`config.mk`:
```
export PLATFORM = sky130hd
export DESIGN_NAME = sample_bridge
export DESIGN_NICKNAME = d
export VERILOG_FILES = /design/src/rtl/sample_bridge.sv
export SDC_FILE = /design/constraint.sdc
export NUM_CORES = 1
export LEC_CHECK = 0
export ABC_AREA = 1
export ABC_CLOCK_PERIOD_IN_PS = 5700
export CORE_MARGIN = 3
export CORE_UTILIZATION = 35
export CTS_CLUSTER_DIAMETER = 60
export DETAILED_ROUTE_END_ITERATION = 8
export PLACE_DENSITY_LB_ADDON = 0.3
export SLEW_MARGIN = 20
export SYNTH_ARGS = -nofsm -noshare
export SYNTH_HDL_FRONTEND = slang
export SYNTH_SLANG_ARGS = --single-unit
```
`constraint.sdc`:
```
create_clock -name clk -period 5.7 [get_ports clk]
set_input_delay 1.14 -clock clk [delete_from_list [all_inputs] [get_ports clk]]
set_output_delay 1.14 -clock clk [all_outputs]
set_load 0.05 [all_outputs]
```
`src/rtl/sample_bridge.sv`:
```
`default_nettype none
// ============================================================================
// Module   : sample_bridge
// Purpose  : Frame-paced serial ADC/DAC bridge feeding an adaptive filter.
//            Captures one sample per frame and hands it to the filter. The
//            filter result is returned to the DAC in the following frame.
// Revision : 1.0 - initial release
// ============================================================================
module sample_bridge #(
  parameter int DATA_SIZE = 24,
  parameter int BCLK_DIV  = 2,
  parameter int FRAME_CYC = 256,
  parameter int TIMEOUT   = 16
) (
  input  logic                 clk,
  input  logic                 reset,
  input  logic                 adc_sdata,
  output logic                 adc_cs_n,
  output logic                 sclk,
  output logic                 dac_sdata,
  output logic                 dac_ld,
  output logic [DATA_SIZE-1:0] data_in,
  output logic                 sample_trig,
  input  logic                 filter_done,
  input  logic [DATA_SIZE-1:0] data_out,
  output logic                 busy,
  output logic                 overrun,
  output logic                 timeout_err
);

  localparam int c_FRAME_W = (FRAME_CYC > 1) ? $clog2(FRAME_CYC) : 1;
  localparam int c_DIV_W   = (BCLK_DIV > 0) ? $clog2(2 * BCLK_DIV) : 1;
  localparam int c_BIT_W   = (DATA_SIZE > 1) ? $clog2(DATA_SIZE) : 1;
  localparam int c_WAIT_W  = $clog2(TIMEOUT + 1);

  localparam logic [c_FRAME_W-1:0] c_FRAME_LAST = c_FRAME_W'(FRAME_CYC - 1);
  localparam logic [c_FRAME_W-1:0] c_FRAME_ONE  = c_FRAME_W'(1);
  localparam logic [c_DIV_W-1:0]   c_DIV_RISE   = c_DIV_W'(BCLK_DIV - 1);
  localparam logic [c_DIV_W-1:0]   c_DIV_SAMP   = c_DIV_W'(BCLK_DIV);
  localparam logic [c_DIV_W-1:0]   c_DIV_LAST   = c_DIV_W'(2 * BCLK_DIV - 1);
  localparam logic [c_DIV_W-1:0]   c_DIV_ONE    = c_DIV_W'(1);
  localparam logic [c_BIT_W-1:0]   c_BIT_LAST   = c_BIT_W'(DATA_SIZE - 1);
  localparam logic [c_BIT_W-1:0]   c_BIT_ONE    = c_BIT_W'(1);
  localparam logic [c_WAIT_W-1:0]  c_WAIT_LAST  = c_WAIT_W'(TIMEOUT - 1);
  localparam logic [c_WAIT_W-1:0]  c_WAIT_ONE   = c_WAIT_W'(1);

  localparam logic [2:0] c_S_IDLE    = 3'd0;
  localparam logic [2:0] c_S_CONV    = 3'd1;
  localparam logic [2:0] c_S_TRIG    = 3'd2;
  localparam logic [2:0] c_S_WAIT    = 3'd3;
  localparam logic [2:0] c_S_CAPTURE = 3'd4;
  localparam logic [2:0] c_S_GAP     = 3'd5;

  logic [2:0]           r_state;
  logic [c_FRAME_W-1:0] r_frame_cnt;
  logic [c_DIV_W-1:0]   r_div_cnt;
  logic [c_BIT_W-1:0]   r_bit_cnt;
  logic [c_WAIT_W-1:0]  r_wait_cnt;
  logic [DATA_SIZE-1:0] r_rx;
  logic [DATA_SIZE-1:0] r_tx;
  logic [DATA_SIZE-1:0] r_dac_shift;
  logic [DATA_SIZE-1:0] r_data_in;
  logic                 r_adc_cs_n;
  logic                 r_sclk;
  logic                 r_dac_sdata;
  logic                 r_dac_ld;
  logic                 r_sample_trig;
  logic                 r_overrun;
  logic                 r_timeout_err;

  logic                 w_tick;
  logic                 w_busy;
  logic                 w_sample_now;
  logic [DATA_SIZE-1:0] w_rx_shifted;
  logic [DATA_SIZE-1:0] w_rx_next;

  assign w_tick       = (r_frame_cnt == c_FRAME_LAST);
  assign w_busy       = (r_state != c_S_IDLE) && (r_state != c_S_GAP);
  assign w_sample_now = (r_state == c_S_CONV) && (r_div_cnt == c_DIV_SAMP);
  assign w_rx_shifted = {r_rx[DATA_SIZE-2:0], adc_sdata};
  // With BCLK_DIV=1 the last sample and the end of CONV coincide, so the
  // word handed to data_in must include the bit being sampled this cycle.
  assign w_rx_next    = w_sample_now ? w_rx_shifted : r_rx;

  always_ff @(posedge clk or posedge reset) begin
    if (reset) begin
      r_frame_cnt <= '0;
    end else if (w_tick) begin
      r_frame_cnt <= '0;
    end else begin
      r_frame_cnt <= r_frame_cnt + c_FRAME_ONE;
    end
  end

  always_ff @(posedge clk or posedge reset) begin
    if (reset) begin
      r_state       <= c_S_IDLE;
      r_div_cnt     <= '0;
      r_bit_cnt     <= '0;
      r_wait_cnt    <= '0;
      r_rx          <= '0;
      r_tx          <= '0;
      r_dac_shift   <= '0;
      r_data_in     <= '0;
      r_adc_cs_n    <= 1'b1;
      r_sclk        <= 1'b0;
      r_dac_sdata   <= 1'b0;
      r_dac_ld      <= 1'b0;
      r_sample_trig <= 1'b0;
      r_overrun     <= 1'b0;
      r_timeout_err <= 1'b0;
    end else begin
      r_dac_ld      <= 1'b0;
      r_sample_trig <= 1'b0;
      r_rx          <= w_rx_next;

      if (w_tick && w_busy) begin
        r_overrun <= 1'b1;
      end

      case (r_state)
        c_S_IDLE, c_S_GAP: begin
          if (w_tick) begin
            r_state     <= c_S_CONV;
            r_adc_cs_n  <= 1'b0;
            r_sclk      <= 1'b0;
            r_div_cnt   <= '0;
            r_bit_cnt   <= '0;
            r_dac_sdata <= r_tx[DATA_SIZE-1];
            r_dac_shift <= {r_tx[DATA_SIZE-2:0], 1'b0};
          end
        end

        c_S_CONV: begin
          r_div_cnt <= r_div_cnt + c_DIV_ONE;
          if (r_div_cnt == c_DIV_RISE) begin
            r_sclk <= 1'b1;
          end
          if (r_div_cnt == c_DIV_LAST) begin
            r_div_cnt <= '0;
            r_sclk    <= 1'b0;
            if (r_bit_cnt == c_BIT_LAST) begin
              r_state       <= c_S_TRIG;
              r_adc_cs_n    <= 1'b1;
              r_dac_sdata   <= 1'b0;
              r_dac_ld      <= 1'b1;
              r_sample_trig <= 1'b1;
              r_data_in     <= w_rx_next;
            end else begin
              r_bit_cnt   <= r_bit_cnt + c_BIT_ONE;
              r_dac_sdata <= r_dac_shift[DATA_SIZE-1];
              r_dac_shift <= {r_dac_shift[DATA_SIZE-2:0], 1'b0};
            end
          end
        end

        // The wait counter is seeded with 1 so that it equals the number of
        // cycles elapsed since the sample_trig cycle.
        c_S_TRIG: begin
          r_state    <= c_S_WAIT;
          r_wait_cnt <= c_WAIT_ONE;
        end

        c_S_WAIT: begin
          if (filter_done) begin
            r_state <= c_S_CAPTURE;
          end else if (r_wait_cnt == c_WAIT_LAST) begin
            r_timeout_err <= 1'b1;
            r_state       <= c_S_GAP;
          end else begin
            r_wait_cnt <= r_wait_cnt + c_WAIT_ONE;
          end
        end

        c_S_CAPTURE: begin
          r_tx    <= data_out;
          r_state <= c_S_GAP;
        end

        default: begin
          r_state <= c_S_IDLE;
        end
      endcase
    end
  end

  assign adc_cs_n    = r_adc_cs_n;
  assign sclk        = r_sclk;
  assign dac_sdata   = r_dac_sdata;
  assign dac_ld      = r_dac_ld;
  assign data_in     = r_data_in;
  assign sample_trig = r_sample_trig;
  assign busy        = w_busy;
  assign overrun     = r_overrun;
  assign timeout_err = r_timeout_err;

endmodule
`default_nettype wire

```
==> results.json <==
{
  "layout_common_cells": "nand2_1, dfrtp_1, inv_1",
  "grt_usage": 0.139,
  "syn_to_final_growth_pct": 23.1,
  "syn_area_um2": 5590,
  "synth_edf_count": 0,
  "startpoint_type": "register",
  "hold_depth": 1,
  "cp_top_family": "buffers and inverters",
  "final.fill_count": 1519,
  "reg2reg_to": "r_dac_shift[4]$_DFFE_PP0P_",
  "drt_iter0_drc": 310,
  "grt-ovfl-total": 0,
  "std_cell_rows": 45,
  "ios": 60,
  "power_density_nw_per_um2": 289,
  "worstPathArrival_ns": 2.43,
  "clock_path_buffers": 2,
  "ys.flop_type": "dfrtp_1",
  "regToRegSetupSlack_ns": 2.91,
  "cp.depth": 5,
  "ir_drop_mv": 0.226,
  "tightest_slew_ns": 0.743,
  "fmax_mhz": 280,
  "p_leak_nw": 3.54,
  "synthDistinctLibCells": 30,
  "finalHoldViolCount": 0,
  "yosys_register_bits": 124,
  "layout_commonest_cell": "nand2_1",
  "layout-drive-gt1-share": 0.112,
  "cts.clk_slew.worst_paths_ns": 0.06,
  "via_per_inst": 4.70,
  "routed_wirelength_um": 11400,
  "die_x_um": 132,
  "syn_inst": 625,
  "drcViolationCount": 0,
  "cts_max_level": 4,
  "dieArea_um2": 17500,
  "whs_endpoint": "r_frame_cnt[0]$_DFF_PP0_",
  "yosysWarnings": 0,
  "required_ns": 4.56,
  "first_pass_iters": 4,
  "post-route-period-util": 0.626,
  "slew_violations": 0,
  "gp_congestion": 0.774,
  "cts_tree": "built",
  "synth_area_leaders": "dfrtp_1, nand2_1, mux2_2",
  "worst_path_max_delay_cell": "clkdlybuf4s50_1",
  "drv_cap": 0,
  "syn-num-nets": 660,
  "grt_max_degree": 56,
  "critPathKind": "reg2out",
  "async_reset_ff_frac": 1.00,
  "synth_top_area_frac": 0.550,
  "crit_top_cell": "nor2_4",
  "syn_area_per_cell_um2": 8.95,
  "netlist.top_cell.by_area": "dfrtp_1",
  "rsz0062_at_grt": "no",
  "cts_resized": 0,
  "finalSetupTns_ns": 0,
  "postCtsSetupBuffers": 0,
  "r2r_start": "r_state[1]$_DFFE_PP0P_",
  "ant_nets": 0,
  "path_max_fanout": 25,
  "critPathBufInv": 3,
  "power.total_mw": 1.99,
  "period_minus_slack_ns": 3.57,
  "vias": 4224,
  "cts_hold_buf": 0,
  "crit_chain": "inv_2, nor2_4, nor2_4, inv_1, clkdlybuf4s50_1",
  "cts_root_buf": "clkbuf_16",
  "core_um2": 15400,
  "grt_antenna_before_repair": 0,
  "skew_ns": 0.0133,
  "report.final.setup_viol": 0,
  "fin_nets": 711,
  "num_antenna_cells": 0,
  "clkLatencyLatePin_ns": 0.42,
  "cts.sinks": 124,
  "wl_per_cell_um": 12.6,
  "status": "finished, final reports clean",
  "hold_start": "r_frame_cnt[0]$_DFF_PP0_",
  "worst-r2r-cell-count": 7,
  "die_h_um": 132,
  "ys_seq_area_frac": 0.555,
  "hp-class": "reg2reg",
  "slew-limit-headroom": 0.503,
  "grt_pass1_vias": 4154,
  "port_buffers": 59,
  "cts_made_buffers": 17,
  "dp_hpwl_um": 7230,
  "start_util": 0.363,
  "critical_path.endpoint_type": "output pin",
  "cp_slowest_stage_delay_ns": 0.79,
  "grt_pass1_wl_um": 20100
}
-- synth_stat cells (2+ instances only) --
cell type / instances
o21ai_1: 38
nand2_1: 194
o21ai_0: 16
buf_4: 8
nor2_1: 23
clkbuf_1: 14
inv_1: 68
ha_1: 7
xnor2_1: 3
buf_2: 7
buf_6: 2
a21oi_1: 7
inv_2: 3
xor2_1: 2
nand3_2: 3
nand4_1: 27
mux2_2: 24
dfrtp_1: 123
nor2_4: 4
nand3_1: 39
nand2_2: 4
-- flip-flops by register name, indices dropped and copies added (netlist names), 2 cells and up --
signal and cells:
r_tx 24, r_wait_cnt 5, data_in 24, r_dac_shift 23, r_div_cnt 2, r_frame_cnt 8
r_rx 24, r_state 3, r_bit_cnt 5
-- kinds of logic (layout without fill, tap and decap cells) --
logic type | count (synthesis) | in the layout | synth area share
DFF | 124 | 124 | 0.555
AOI/OAI and AO/OA | 65 | 65 | 0.0600
xor gates and xnor gates | 5 | 5 | 0.00783
buffers and inverters | 102 | 165 | 0.0781
adders and majority gates | 7 | 7 | 0.0157
and+or+nand+nor | 298 | 298 | 0.235
muxes | 24 | 24 | 0.0483
-- through the flow --
stage                     cells  cell area [µm²]   util  hold WS, ns  worst slack [ns]
after global routing        899             6890  0.446        0.492              2.03
after CTS                   899             6890  0.446        0.466              2.13
final                       899             6890  0.446        0.461              2.13
after detailed placement    868             6310  0.409        0.456              2.59
after global placement      868             6310  0.409        0.444              2.63
after floorplan             625             5590      -        0.428              1.26
-- worst max-delay path by stage --
stage	from	to	slack, ns
after floorplan	reset	dac_sdata$_DFFE_PP0P_	1.26
after CTS	r_state[0]$_DFFE_PP0P_	busy	2.13
after global routing	r_state[1]$_DFFE_PP0P_	busy	2.03
after global placement	r_state[2]$_DFFE_PP0P_	busy	2.63
after detailed placement	r_state[0]$_DFFE_PP0P_	busy	2.59
final	r_state[0]$_DFFE_PP0P_	busy	2.13
-- routing by layer --
| metal | routed length [µm] | up-vias | track usage |
|---|---|---|---|
| li1 | - | 2111 | - |
| met1 | 5290 | 2005 | 0.184 |
| met2 | 5240 | 94 | 0.210 |
| met3 | 665 | 14 | 0.0449 |
| met4 | 182 | 0 | 0.0624 |
| met5 | 0 | - | 0 |
-- report_power, final --
group	internal (mW)	total, mW	switching (mW)	leakage [nW]
Combinational	0.0268	0.0532	0.0264	1.61
Sequential	0.890	0.895	0.00478	1.64
Clock	0.661	1.04	0.383	0.286
Total	1.58	1.99	0.414	3.54
-- area by class of cell --
type                    instances  area, µm²  share of cell area
repair buffers                 63        621              0.0901
inverters                      71        269              0.0391
well taps                     211        264              0.0383
clock buffers                  20        457              0.0663
flip-flops and latches        124       3100               0.451
clock inverters                11        119              0.0173
multi-input cells             399       2050               0.298
Power figures use the tool's default switching activity.
